**src/rtl/vacc_pkg.sv**
```systemverilog
// Shared constants and helpers for the vector-accumulator control path.
package vacc_pkg;

    // Pipeline latencies that make up the write-address sync realignment.
    localparam int unsigned QDR_LATENCY     = 10;
    localparam int unsigned ADD_LATENCY     = 5;
    localparam int unsigned VACC_SYNC_DELAY = 1 + QDR_LATENCY + ADD_LATENCY + 1;

    // Ceiling log2; clog2(0) and clog2(1) both return 0.
    function automatic int unsigned clog2(input int unsigned v);
        int unsigned r;
        int unsigned x;
        r = 0;
        x = (v > 0) ? v - 1 : 0;
        while (x > 0) begin
            r++;
            x = x >> 1;
        end
        return r;
    endfunction

endpackage

```
**src/rtl/vacc_delay_pipe_ce_shift_reg.sv**
```systemverilog
// Clock-enabled WIDTH x DELAY shift-register delay line.
// ALLOW_SRL = "NO" tags the stages so synthesis keeps them as flip-flops.
module ce_shift_reg #(
    parameter int unsigned DELAY     = 1,
    parameter int unsigned WIDTH     = 1,
    parameter string       ALLOW_SRL = "YES"
) (
    input  logic             clk,
    input  logic             rst,
    input  logic             ce,
    input  logic [WIDTH-1:0] din,
    output logic [WIDTH-1:0] dout
);

    generate
        if (DELAY == 0) begin : g_bypass
            // Zero-depth line: clock, reset and enable are intentionally unused.
            logic unused_ctrl;
            assign unused_ctrl = ^{clk, rst, ce};
            assign dout        = din;
        end else if (ALLOW_SRL == "NO") begin : g_ff
            (* shreg_extract = "no" *) logic [WIDTH-1:0] stages [DELAY];

            // Shift one stage per enabled edge; reset clears every stage.
            always_ff @(posedge clk or posedge rst) begin
                if (rst) begin
                    for (int unsigned k = 0; k < DELAY; k++) stages[k] <= '0;
                end else if (ce) begin
                    stages[0] <= din;
                    for (int unsigned k = 1; k < DELAY; k++) stages[k] <= stages[k-1];
                end
            end

            assign dout = stages[DELAY-1];
        end else begin : g_srl
            logic [WIDTH-1:0] stages [DELAY];

            // Shift one stage per enabled edge; reset clears every stage.
            always_ff @(posedge clk or posedge rst) begin
                if (rst) begin
                    for (int unsigned k = 0; k < DELAY; k++) stages[k] <= '0;
                end else if (ce) begin
                    stages[0] <= din;
                    for (int unsigned k = 1; k < DELAY; k++) stages[k] <= stages[k-1];
                end
            end

            assign dout = stages[DELAY-1];
        end
    endgenerate

endmodule

```
**src/rtl/vacc_delay_pipe.sv**
```systemverilog
// Latency-matching block: data/flag delay line plus a counter-based
// single-pulse sync delay. Both paths advance only when ce is high.
module vacc_delay_pipe
    import vacc_pkg::*;
#(
    parameter int unsigned DELAY      = 1,
    parameter int unsigned WIDTH      = 1,
    parameter string       ALLOW_SRL  = "YES",
    parameter int unsigned SYNC_DELAY = VACC_SYNC_DELAY
) (
    input  logic             clk,
    input  logic             rst,
    input  logic             ce,
    input  logic [WIDTH-1:0] din,
    output logic [WIDTH-1:0] dout,
    input  logic             sync_in,
    output logic             sync_out
);

    ce_shift_reg #(
        .DELAY     (DELAY),
        .WIDTH     (WIDTH),
        .ALLOW_SRL (ALLOW_SRL)
    ) u_delay (
        .clk  (clk),
        .rst  (rst),
        .ce   (ce),
        .din  (din),
        .dout (dout)
    );

    generate
        if (SYNC_DELAY == 0) begin : g_sync_comb
            assign sync_out = sync_in;
        end else begin : g_sync_cnt
            localparam int unsigned CNT_W =
                (clog2(SYNC_DELAY + 1) > 0) ? clog2(SYNC_DELAY + 1) : 1;
            localparam logic [CNT_W-1:0] LOAD = CNT_W'(SYNC_DELAY - 1);

            logic [CNT_W-1:0] cnt;
            logic             busy;
            logic             pulse;
            logic             fire;

            // A one-cycle delay fires straight from the input; longer delays
            // fire on the enabled edge where the count reaches one.
            assign fire = (SYNC_DELAY == 1) ? sync_in : (busy && (cnt == CNT_W'(1)));

            // Restartable down-counter; the pulse register is loaded from fire
            // before the reload so a sync landing on the firing edge still
            // lets the old pulse out while arming a fresh count.
            always_ff @(posedge clk or posedge rst) begin
                if (rst) begin
                    cnt   <= '0;
                    busy  <= 1'b0;
                    pulse <= 1'b0;
                end else if (ce) begin
                    pulse <= fire;
                    if (sync_in && (SYNC_DELAY > 1)) begin
                        cnt  <= LOAD;
                        busy <= 1'b1;
                    end else if (busy) begin
                        cnt <= cnt - CNT_W'(1);
                        if (cnt == CNT_W'(1)) busy <= 1'b0;
                    end
                end
            end

            assign sync_out = pulse;
        end
    endgenerate

endmodule

```
**config.mk**
```make
export PLATFORM = sky130hd
export DESIGN_NAME = vacc_delay_pipe
export DESIGN_NICKNAME = d
export VERILOG_FILES = /design/src/rtl/vacc_pkg.sv /design/src/rtl/vacc_delay_pipe_ce_shift_reg.sv /design/src/rtl/vacc_delay_pipe.sv
export SDC_FILE = /design/constraint.sdc
export NUM_CORES = 1
export LEC_CHECK = 0
export ABC_AREA = 1
export BUFFER_PORTS_ARGS = -buffer_cell sky130_fd_sc_hd__buf_4
export CAP_MARGIN = 10
export CORE_AREA = 2 2 39 41
export DETAILED_ROUTE_END_ITERATION = 7
export DIE_AREA = 0 0 41 43
export PLACE_DENSITY = 0.59
export SYNTH_ARGS = -nofsm -noshare
export SYNTH_HDL_FRONTEND = slang
export SYNTH_SLANG_ARGS = --single-unit
```
**constraint.sdc**
```tcl
create_clock -name clk -period 1.3 [get_ports clk]
set_clock_uncertainty 0.2 [all_clocks]
set_input_delay 0.065 -clock clk [delete_from_list [all_inputs] [get_ports clk]]
set_output_delay 0.065 -clock clk [all_outputs]
set_load 0.005 [all_outputs]
```
==> metrics.txt <==
# TYPE chip_impl_metric gauge
chip_impl_metric{name="timing.fmax",unit="MHz"} 814.6
chip_impl_metric{name="timing.max_slew.rel_slack",unit=""} 0.7823
chip_impl_info{name="worst_setup_path_endpoint",value="g_sync_cnt.cnt[2]"} 1
chip_impl_metric{name="floorplan.initialDensity",unit=""} 0.2984
chip_impl_metric{name="timing_max_transition_violations_final",unit=""} 0
chip_impl_metric{name="grt_antenna_before_repair",unit=""} 0
chip_impl_metric{name="core_area",unit="sq um"} 1384
chip_impl_metric{name="dp.final_hpwl",unit="um"} 556.3
chip_impl_metric{name="finalHoldViolations",unit=""} 0
chip_impl_metric{name="die_x",unit="um"} 41
chip_impl_metric{name="worst-path-max-fanout",unit=""} 4
chip_impl_metric{name="drive_gt1_frac",unit=""} 0.2500
chip_impl_metric{name="power.share.combinational",unit=""} 0.300
chip_impl_metric{name="fin_crit_sh",unit=""} 0.9443
chip_impl_metric{name="die_area",unit="sq um"} 1763
chip_impl_metric{name="post_drt_via_cell_ratio",unit=""} 4.500
chip_impl_metric{name="grt-ovfl-total",unit=""} 0
chip_impl_metric{name="finish.net_count",unit=""} 73
chip_impl_metric{name="gp_congestion",unit=""} 0.7765
chip_impl_metric{name="dieHeight",unit="um"} 43
chip_impl_metric{name="tightest_slew",unit="ns"} 0.3261
chip_impl_metric{name="clk-insertion-delay-late",unit="ns"} 0.26
chip_impl_metric{name="clock_path_buffers",unit=""} 2
chip_impl_metric{name="power.share.clock",unit=""} 0.252
chip_impl_info{name="criticalPathCategory",value="reg2reg"} 1
chip_impl_info{name="terminus_of_the_critical_flop_to_flop_path",value="g_sync_cnt.cnt[2]"} 1
chip_impl_info{name="crit_path_end_kind",value="flip-flop"} 1
chip_impl_metric{name="global_route_wire_length_before_repair",unit="mm"} 1.469
chip_impl_info{name="clockRootBuffer",value="clkbuf_4"} 1
chip_impl_metric{name="power_report.internal_total",unit="mW"} 0.5232
chip_impl_info{name="synth_top_family_by_area",value="simple AND/OR/NAND/NOR gates"} 1
chip_impl_metric{name="setup_viol",unit=""} 0
chip_impl_metric{name="nFillCells",unit=""} 146
chip_impl_metric{name="register_to_register_path_setup_slack",unit="ns"} 0.07
chip_impl_metric{name="drt-pass1-iter-count",unit=""} 4
chip_impl_metric{name="register_area",unit="sq um"} 200.2
chip_impl_metric{name="detailroute.via_count",unit=""} 360
chip_impl_metric{name="power-per-cell-area",unit="nW/um^2"} 1439
chip_impl_info{name="worstSetupStartpoint",value="g_sync_cnt.cnt[1]"} 1
chip_impl_metric{name="synth.avg_cell_area",unit="sq um"} 8.258
chip_impl_metric{name="multi_input_comb_area",unit="sq um"} 168.9
chip_impl_info{name="tritoncts",value="yes"} 1
chip_impl_metric{name="diodes",unit=""} 0
chip_impl_metric{name="drt_drc_violations_left",unit=""} 0
chip_impl_metric{name="worst-endpoint-required",unit="ns"} 1.30
chip_impl_metric{name="design.portCount",unit=""} 7
chip_impl_metric{name="first_global_vias",unit=""} 374
chip_impl_metric{name="area_growth",unit="%"} 33.33
chip_impl_metric{name="antenna_left",unit=""} 0
chip_impl_metric{name="final_core_util",unit=""} 0.3978
chip_impl_metric{name="drt_first_iter_violations",unit=""} 12
chip_impl_metric{name="cellLeakagePower",unit="nW"} 0.2886
chip_impl_info{name="run_status",value="completed"} 1
chip_impl_metric{name="drv_cap",unit=""} 0
chip_impl_metric{name="number_of_clock_sinks",unit=""} 8
chip_impl_metric{name="yosys_warnings",unit=""} 0
chip_impl_metric{name="synth_simple_gate_area_frac",unit=""} 0.2788
chip_impl_metric{name="synth.area.mux_share",unit=""} 0
chip_impl_metric{name="syn_nets",unit=""} 57
chip_impl_metric{name="setup-tns-final",unit="ns"} 0
chip_impl_info{name="rsz_0062_raised_after_global_routing",value="false"} 1
chip_impl_metric{name="synth-seq-cells",unit=""} 8
chip_impl_metric{name="synth_cell_type_count",unit=""} 15
chip_impl_metric{name="peakVddDrop",unit="V"} 0.0004460
chip_impl_metric{name="wirelength",unit="um"} 811
chip_impl_metric{name="worst_setup_hold_path_clk_slew",unit="ns"} 0.06
chip_impl_metric{name="grt_start_max_net_pins",unit=""} 9
chip_impl_metric{name="power.switching",unit="mW"} 0.2692
chip_impl_metric{name="synth_xor_area_frac",unit=""} 0
chip_impl_info{name="worstHoldPathType",value="in2async"} 1
chip_impl_metric{name="post_synth_instance_area",unit="sq um"} 412.9
chip_impl_metric{name="route.detailed.wl_per_inst",unit="um"} 10.14
chip_impl_metric{name="seqPwrFrac",unit=""} 0.448
chip_impl_metric{name="buffer_ports.inserted",unit=""} 6
chip_impl_metric{name="arrival",unit="ns"} 1.23
chip_impl_metric{name="cts_buffers",unit=""} 3
chip_impl_info{name="crit-reg2reg-launch",value="g_sync_cnt.cnt[1]"} 1
chip_impl_metric{name="final.min_clock_period",unit="ns"} 1.228
chip_impl_metric{name="total_track_usage",unit=""} 0.1260
chip_impl_metric{name="synth.yosys.seq_area_share",unit=""} 0.4848
chip_impl_metric{name="synth_fa_ha_area_frac",unit=""} 0.06061
chip_impl_metric{name="count_of_standard_cell_rows",unit=""} 14
chip_impl_metric{name="htree_levels",unit=""} 1
chip_impl_metric{name="postSynthCellCount",unit=""} 50
chip_impl_info{name="crit_path_start_kind",value="flip-flop"} 1
chip_impl_metric{name="worst_r2r_path_depth",unit=""} 5
chip_impl_metric{name="synth-compound-area-share",unit=""} 0.06364
chip_impl_metric{name="switching_share",unit=""} 0.3397
[layout make-up]
cell class,count,area share
Timing Repair Buffer,11,0.1682
Sequential cell,8,0.3636
Multi-Input combinational cell,31,0.3068
Inverter,11,0.08409
Clock buffer,3,0.04091
Tap cell,16,0.03636
[cells in the final DEF, fill, tap and decap left out, types with 2 or more instances in the layout]
| cell type | netlist | layout |
|---|---|---|
| buf_4 | 0 | 7 |
| clkbuf_4 | 0 | 3 |
| dfrtp_1 | 8 | 8 |
| dlygate4sd3_1 | 0 | 4 |
| inv_1 | 9 | 9 |
| nand2_1 | 11 | 11 |
| nand3_1 | 5 | 5 |
| nand4_1 | 2 | 2 |
| nor2_1 | 2 | 2 |
| o21ai_1 | 4 | 4 |
[cell families after synthesis]
group                      Yosys count
and+or+nand+nor                     24
DFF                                  8
buffers and inverters               11
AOI/OAI and AO/OA                    5
adders and majority gates            2
[cell usage after synthesis]
master / number / area, sq um
nor2_1: 2 / 7.510
ha_1: 2 / 25.02
nand3_2: 1 / 10.01
inv_2: 1 / 3.750
nand4_1: 2 / 12.51
nand2_2: 1 / 6.260
inv_1: 9 / 33.78
and3_1: 1 / 6.260
o22ai_1: 1 / 6.260
nand2_1: 11 / 41.29
dfrtp_1: 8 / 200.2
o21ai_1: 4 / 20.02
nor2_2: 1 / 6.260
nand3_1: 5 / 25.02
clkinv_4: 1 / 8.760
[stage by stage]
step	instance area [sq um]	setup WS (ns)	total power [mW]	instances	hold WS [ns]
detailed placement	485.5	0.08432	0.5857	73	-0.1555
global placement	485.5	0.08492	0.5845	73	-0.1555
floorplan	412.9	0.1072	0.5214	50	-0.3193
finish	550.5	0.07235	0.7923	80	0.1190
CTS	548.0	0.07063	0.7970	80	0.1175
global route	550.5	0.004664	0.8595	80	0.1578
[how the worst min path moves through the flow]
stage          from              end  cells after the start
4_1_cts         rst     u_delay.dout                      3
3_5_place_dp    rst     u_delay.dout                      2
2_1_floorplan   rst  g_sync_cnt.busy                      1
5_1_grt         rst     u_delay.dout                      3
3_3_place_gp    rst     u_delay.dout                      2
6_report        rst     u_delay.dout                      3
[flip-flops by register name (all words and copies together), names as in the netlist]
register	cells
g_sync_cnt.cnt	5
u_delay.dout	1
sync_out	1
g_sync_cnt.busy	1
[worst max-delay path, cell delays in order, from the launching register on]
cell	delay, ns
dfrtp_1	0.38
inv_1	0.09
ha_2	0.21
inv_1	0.04
o21ai_1	0.11
and3_1	0.14
[layer usage]
metal | share of wire | global-route usage | vias to the layer above
met2 | 0.45 | 0.1938 | 6
met3 | 0.027 | 0.03141 | 5
li1 | - | - | 186
met4 | 0.042 | 0.1000 | 0
met5 | 0 | 0 | -
met1 | 0.48 | 0.1368 | 163
[power groups by stage]
stage | logic, mW | clock network [mW] | registers, mW
finish | 0.238 | 0.200 | 0.355
global route | 0.279 | 0.219 | 0.362
CTS | 0.237 | 0.205 | 0.354
detailed placement | 0.227 | 0 | 0.359
global placement | 0.226 | 0 | 0.359
floorplan | 0.173 | 0 | 0.349
[what timing repair did]
action                                 in CTS  in global routing
resized for setup                           0                  1
buffers inserted                            0                  0
endpoints found under the hold margin      15                  0
setup endpoints to repair                   0                  1
hold buffers                                4                  0
Note: power is estimated with default switching activity, not from simulation.
